==> config.mk <==
export PLATFORM = sky130hd
export DESIGN_NAME = m_credit_tracker
export DESIGN_NICKNAME = d
export VERILOG_FILES = /design/src/rtl/m_credit_tracker_pkg.sv /design/src/rtl/m_credit_tracker_counter.sv /design/src/rtl/m_credit_tracker.sv
export SDC_FILE = /design/constraint.sdc
export NUM_CORES = 1
export LEC_CHECK = 0
export CORE_AREA = 2 2 46 48
export CTS_BUF_LIST = sky130_fd_sc_hd__clkbuf_4 sky130_fd_sc_hd__clkbuf_8 sky130_fd_sc_hd__clkbuf_16
export CTS_CLUSTER_SIZE = 8
export DETAILED_ROUTE_END_ITERATION = 10
export DIE_AREA = 0 0 48 50
export GPL_TIMING_DRIVEN = 0
export MAX_ROUTING_LAYER = met4
export PLACE_DENSITY = 0.76
export SETUP_SLACK_MARGIN = 0.02
export SYNTH_ARGS = -nofsm -noshare
export SYNTH_HDL_FRONTEND = slang
export SYNTH_SLANG_ARGS = --single-unit
==> constraint.sdc <==
create_clock -name clk -period 5.7 [get_ports clk]
set_input_delay 0.57 -clock clk [delete_from_list [all_inputs] [get_ports clk]]
set_output_delay 0.57 -clock clk [all_outputs]
set_load 0.1 [all_outputs]
==> src/rtl/m_credit_tracker_pkg.sv <==
// Feedback-word field positions and credit widths.
// The feedback generator in the input buffer uses the same constants.
package m_credit_tracker_pkg;

    localparam int FEEDBACK_VALID_BIT = 7;
    localparam int FEEDBACK_VC_LSB    = 0;
    localparam int FEEDBACK_VC_MSB    = 2;
    localparam int CREDIT_CNT_WIDTH   = 4;
    localparam int VC_ID_WIDTH        = FEEDBACK_VC_MSB - FEEDBACK_VC_LSB + 1;

    typedef logic [VC_ID_WIDTH-1:0]      vc_id_t;
    typedef logic [CREDIT_CNT_WIDTH-1:0] credit_cnt_t;

    typedef struct packed {
        logic   valid;
        vc_id_t vc;
    } fb_t;

endpackage

==> src/rtl/m_credit_tracker_counter.sv <==
// Saturating per-VC credit counter with single-cycle overflow/underflow pulses.
// A simultaneous inc and dec cancel out, even at either saturation limit.
module m_Credit_Counter
    import m_credit_tracker_pkg::*;
#(
    parameter int P_BUFFER_DEPTH = 4
) (
    input  logic        clk,
    input  logic        rst_n,
    input  logic        inc_i,
    input  logic        dec_i,
    output credit_cnt_t count_o,
    output logic        ovf_o,
    output logic        unf_o
);

    localparam credit_cnt_t FULL = credit_cnt_t'(P_BUFFER_DEPTH);
    localparam credit_cnt_t ONE  = credit_cnt_t'(1);

    credit_cnt_t count_q, count_d;

    always_comb begin
        count_d = count_q;
        ovf_o   = 1'b0;
        unf_o   = 1'b0;
        if (inc_i && !dec_i) begin
            if (count_q == FULL) ovf_o = 1'b1;
            else                 count_d = count_q + ONE;
        end else if (dec_i && !inc_i) begin
            if (count_q == '0) unf_o = 1'b1;
            else               count_d = count_q - ONE;
        end
    end

    always_ff @(posedge clk or negedge rst_n) begin
        if (!rst_n) count_q <= FULL;
        else        count_q <= count_d;
    end

    assign count_o = count_q;

endmodule

==> src/rtl/m_credit_tracker.sv <==
// Output-port credit tracker: registers the returned feedback word, keeps one
// credit counter per downstream VC and flags sticky overflow/underflow.
module m_credit_tracker
    import m_credit_tracker_pkg::*;
#(
    parameter int P_FEEDBACK_WIDTH = 8,
    parameter int P_VC_NUM         = 2,
    parameter int P_BUFFER_DEPTH   = 4
) (
    input  logic                           clk,
    input  logic                           rst_n,
    input  logic [P_FEEDBACK_WIDTH-1:0]    feedback_in,
    input  logic                           send_valid,
    input  logic [2:0]                     send_vc,
    output logic [P_VC_NUM-1:0]            credit_avail,
    output logic [P_VC_NUM-1:0]            credit_idle,
    output logic [P_VC_NUM*4-1:0]          credit_count,
    output logic                           err_overflow,
    output logic                           err_underflow
);

    localparam credit_cnt_t FULL = credit_cnt_t'(P_BUFFER_DEPTH);

    fb_t  fb_q, fb_d;
    logic err_ovf_q, err_ovf_d;
    logic err_unf_q, err_unf_d;

    logic [P_VC_NUM-1:0] inc, dec, ovf_pulse, unf_pulse;

    // Bits between the VC id and the valid flag carry nothing for this block.
    logic unused_fb_bits;
    assign unused_fb_bits = ^feedback_in[FEEDBACK_VALID_BIT-1:FEEDBACK_VC_MSB+1];

    assign fb_d.valid = feedback_in[FEEDBACK_VALID_BIT];
    assign fb_d.vc    = feedback_in[FEEDBACK_VC_MSB:FEEDBACK_VC_LSB];

    for (genvar v = 0; v < P_VC_NUM; v++) begin : g_vc
        localparam vc_id_t VC_ID = vc_id_t'(v);

        assign inc[v] = fb_q.valid && (fb_q.vc == VC_ID);
        assign dec[v] = send_valid && (send_vc == VC_ID);

        m_Credit_Counter #(
            .P_BUFFER_DEPTH (P_BUFFER_DEPTH)
        ) u_cnt (
            .clk     (clk),
            .rst_n   (rst_n),
            .inc_i   (inc[v]),
            .dec_i   (dec[v]),
            .count_o (credit_count[4*v +: 4]),
            .ovf_o   (ovf_pulse[v]),
            .unf_o   (unf_pulse[v])
        );

        assign credit_avail[v] = (credit_count[4*v +: 4] != '0);
        assign credit_idle[v]  = (credit_count[4*v +: 4] == FULL);
    end

    assign err_ovf_d = err_ovf_q | (|ovf_pulse);
    assign err_unf_d = err_unf_q | (|unf_pulse);

    always_ff @(posedge clk or negedge rst_n) begin
        if (!rst_n) begin
            fb_q      <= '0;
            err_ovf_q <= 1'b0;
            err_unf_q <= 1'b0;
        end else begin
            fb_q      <= fb_d;
            err_ovf_q <= err_ovf_d;
            err_unf_q <= err_unf_d;
        end
    end

    assign err_overflow  = err_ovf_q;
    assign err_underflow = err_unf_q;

endmodule

==> run summary <==
The count of nets left with antenna violations once routing finished came out at 0. Once placement finished, the instance area stood at 0.001094 sq mm. The tools report the max-slew violation total from the final report as 0. The worst setup path is captured at an output port. The clock latency of the later-clocked register in the worst-skew pair is 280 ps. After detailed routing, the average wire length per cell comes to 11.73 microns. The top cell types in the final layout, fill and taps aside, are 23 x sky130_fd_sc_hd__clkdlybuf4s50_1, 12 x sky130_fd_sc_hd__dfrtp_1, 10 x sky130_fd_sc_hd__nand2_1.

The maximum level of the CTS H-tree was 1; the flop and latch count out of synthesis was 14. The part of the cycle the worst path needs was 0.5226. Max-cap violations in this run came to 0.

The type of the tightest min-delay check is reg2reg. The clock passes through at most 2 buffers. Averaged over all synthesized cells, the footprint is 10.64 sq um.

The tools report the hold violation count in the final report as 0. The flow ran to the end, and the final reports show no timing, DRC or antenna violations. The via count of the first global-routing pass was 645. Setup repair after global routing left no endpoint under its margin. The area of the die came out at 0.002400 sq mm.

The worst setup path is launched from a register. The number of antenna diodes in the final layout is 0. Final sum of negative setup slack: 0 ps. For this run the aggregate overflow at the end of global routing stands at 0. For this run, design rule violations remaining after detail routing come to 0. The fraction of the yosys area taken by sequential cells is 0.4253. Input and output buffers added on the ports amount to 23. The clock period minus worst slack works out to 2979 ps. 28 I/O pins were placed.

Count of warnings emitted by yosys: 0. The post-synthesis instance total came out at 78. The number of buffer and inverter stages on the critical path was 1; the end-of-flow core utilization was 0.5941. The run gives 829.5 sq um as the area of the mapped netlist. Clock tree synthesis found a total of 14 sinks. The final layout contains 130 nets. On the final layout, the worst clock skew is 3.370 ps. The relative slew slack is 0.3456, and the area growth from synthesis to final layout is 36.20%.

The routed design has 1.549 mm of wire. The first TritonRoute pass finished after 4 iterations. After detailed routing, the number of vias per cell comes to 4.841.

In this run, post-CTS hold repair placed 0 buffers. Setup violations remaining at the end of the flow were counted as 0. Measured along the x axis, the die boundary spans 48 microns. The tools report the final cell area excluding filler cells as 0.001130 sq mm. The root buffer cell was sky130_fd_sc_hd__clkbuf_4. In this run the worst setup path begins at g_vc[1].u_cnt.count_o[0]$_DFFE_PN0P_. Along the worst path, the maximum fanout reaches 5. By startpoint and endpoint, the worst setup path is classified as reg2out.

Broken down by cell family, the worst path's largest delay share belongs to buffers and inverters. The pin count of the biggest net entering global routing was 15; the starting utilization of the core area was 0.4362. The delay of the slowest critical-path stage works out to 1130 ps. The unique cell type count in the Yosys netlist is 21, and the area of the core is 0.001902 sq mm.

After layout, the worst setup slack is 2721 ps. The die is 50 microns tall. Timing analysis after detailed placement gives a worst setup slack of 2842 ps. CTS buffer count: 3. The startpoint identified for the worst register-to-register timing path is fb_q[2]$_DFF_PN0_. The combined global-route utilization of all metal layers is 0.1653, and the total via count after detailed routing is 639. The critical path goes through nor3_2, and2_1, clkdlybuf4s50_1.

TritonCTS built the clock tree. At the worst endpoint, the arrival time is 2410 ps. The register clock-pin slew on the reported worst setup and hold paths is 90 ps. After clock tree synthesis, the setup repair step added 0 buffers.

When the netlist entered floorplanning its net count stood at 102. The slowest stage of the critical path is the sky130_fd_sc_hd__clkdlybuf4s50_1 cell. The number of fill cells in the layout was 168; the required time of the critical path was 5130 ps. The logs give 0 for the number of antenna violations at the first check in global routing and 9 for the number of DRC markers after the initial detailed-route iteration. The wire-length estimate of the detail-placed layout is 1.222 mm. The worst hold path begins at err_underflow$_DFF_PN0_. The row count was 16; the last weighted congestion value of the routability-driven placer was 0.7912. Share of cells above drive strength 1: 0.1238. The most common cell after layout, fill and taps aside is sky130_fd_sc_hd__clkdlybuf4s50_1. Derived from the worst setup path, the maximum achievable clock frequency is 335.7 MHz.

Post-CTS repair changed the size of 0 cells. The first global-routing pass estimated 2.732 mm of wire. The slew at the pin closest to its max-slew limit is 978.6 ps.
==> worst reg2reg max path, stage by stage, from the launching register on <==
cell,delay [ps]
sky130_fd_sc_hd__dfrtp_1,370
sky130_fd_sc_hd__nor3b_1,260
sky130_fd_sc_hd__nand2_1,120
sky130_fd_sc_hd__inv_1,80
sky130_fd_sc_hd__ha_1,200
sky130_fd_sc_hd__inv_1,130
sky130_fd_sc_hd__ha_1,350
sky130_fd_sc_hd__a21oi_1,220
sky130_fd_sc_hd__and3_1,200
sky130_fd_sc_hd__o21ai_2,60
sky130_fd_sc_hd__xnor2_1,120
==> through the flow <==
| step | hold slack, ps | std cells |
|---|---|---|
| after global routing | 505.6 | 132 |
| after floorplan | 274.4 | 78 |
| final | 481.3 | 132 |
| after CTS | 489.3 | 132 |
| after detailed placement | 462.1 | 128 |
| after global placement | 461.0 | 128 |
==> state kept, by name, summed over array words and instances (netlist names) <==
signal	cells
fb_q	4
g_vc.u_cnt.count_o	8
err_underflow	1
err_overflow	1
==> cells by family (layout without fill, tap and decap cells) <==
family | Yosys count | count (layout) | share of synthesized area
XOR/XNOR | 8 | 8 | 0.08447
flip-flops | 14 | 14 | 0.4253
adder cells (fa/ha/maj) | 10 | 10 | 0.1689
AND/OR/NAND/NOR | 27 | 27 | 0.1704
AO/OA/AOI/OAI | 12 | 12 | 0.1192
buffers and inverters | 7 | 34 | 0.03168
==> cell type report <==
type,count,area (sq um),area share
flip-flops and latches,14,352.8,0.3123
inverters,7,26.28,0.02326
repair buffers,23,230.2,0.2038
multi-input cells,57,450.4,0.3987
well taps,27,33.78,0.02990
clock buffers,4,36.28,0.03212
==> metal layers <==
metal  vias to the layer above  GRT usage  routed length (microns)
li1                        314          -                        -
met1                       304     0.1982                      694
met2                        18     0.2622                      774
met3                         3    0.01099                       53
met4                         0    0.09459                       26
met5                         -          -                        0
==> cells in the mapped netlist <==
master / number / area [sq um]
sky130_fd_sc_hd__and2_1: 2 / 12.51
sky130_fd_sc_hd__nor3_2: 2 / 20.02
sky130_fd_sc_hd__a21oi_1: 6 / 30.03
sky130_fd_sc_hd__and3_1: 2 / 12.51
sky130_fd_sc_hd__xor2_1: 2 / 17.52
sky130_fd_sc_hd__nand2b_1: 3 / 18.77
sky130_fd_sc_hd__o21ai_2: 2 / 17.52
sky130_fd_sc_hd__inv_1: 7 / 26.28
sky130_fd_sc_hd__o221ai_1: 1 / 8.760
sky130_fd_sc_hd__or2_2: 1 / 6.260
sky130_fd_sc_hd__ha_1: 8 / 100.1
sky130_fd_sc_hd__nand3_1: 3 / 15.01
sky130_fd_sc_hd__nand2_1: 10 / 37.54
sky130_fd_sc_hd__nor3b_1: 1 / 7.510
sky130_fd_sc_hd__a221o_1: 1 / 10.01
sky130_fd_sc_hd__fa_1: 2 / 40.04
sky130_fd_sc_hd__nor2_1: 3 / 11.26
sky130_fd_sc_hd__dfrtp_1: 12 / 300.3
sky130_fd_sc_hd__a21oi_4: 2 / 32.53
sky130_fd_sc_hd__dfstp_2: 2 / 52.55
sky130_fd_sc_hd__xnor2_1: 6 / 52.55
==> worst paths after layout <==
kind,end,slack [ps],cells after the start
max,credit_idle[1],2720,3
min,err_underflow$_DFF_PN0_,480,2
max reg2reg,g_vc[1].u_cnt.count_o[3]$_DFFE_PN0P_,3480,10
min reg2reg,err_underflow$_DFF_PN0_,480,2
max in group asynchronous,fb_q[3]$_DFF_PN0_,4630,1
min in group asynchronous,g_vc[1].u_cnt.count_o[1]$_DFFE_PN0P_,670,1
Power is left out: the tool's default activity adds up to more than one toggle a clock period on the data nets, which glitch-free logic cannot reach.
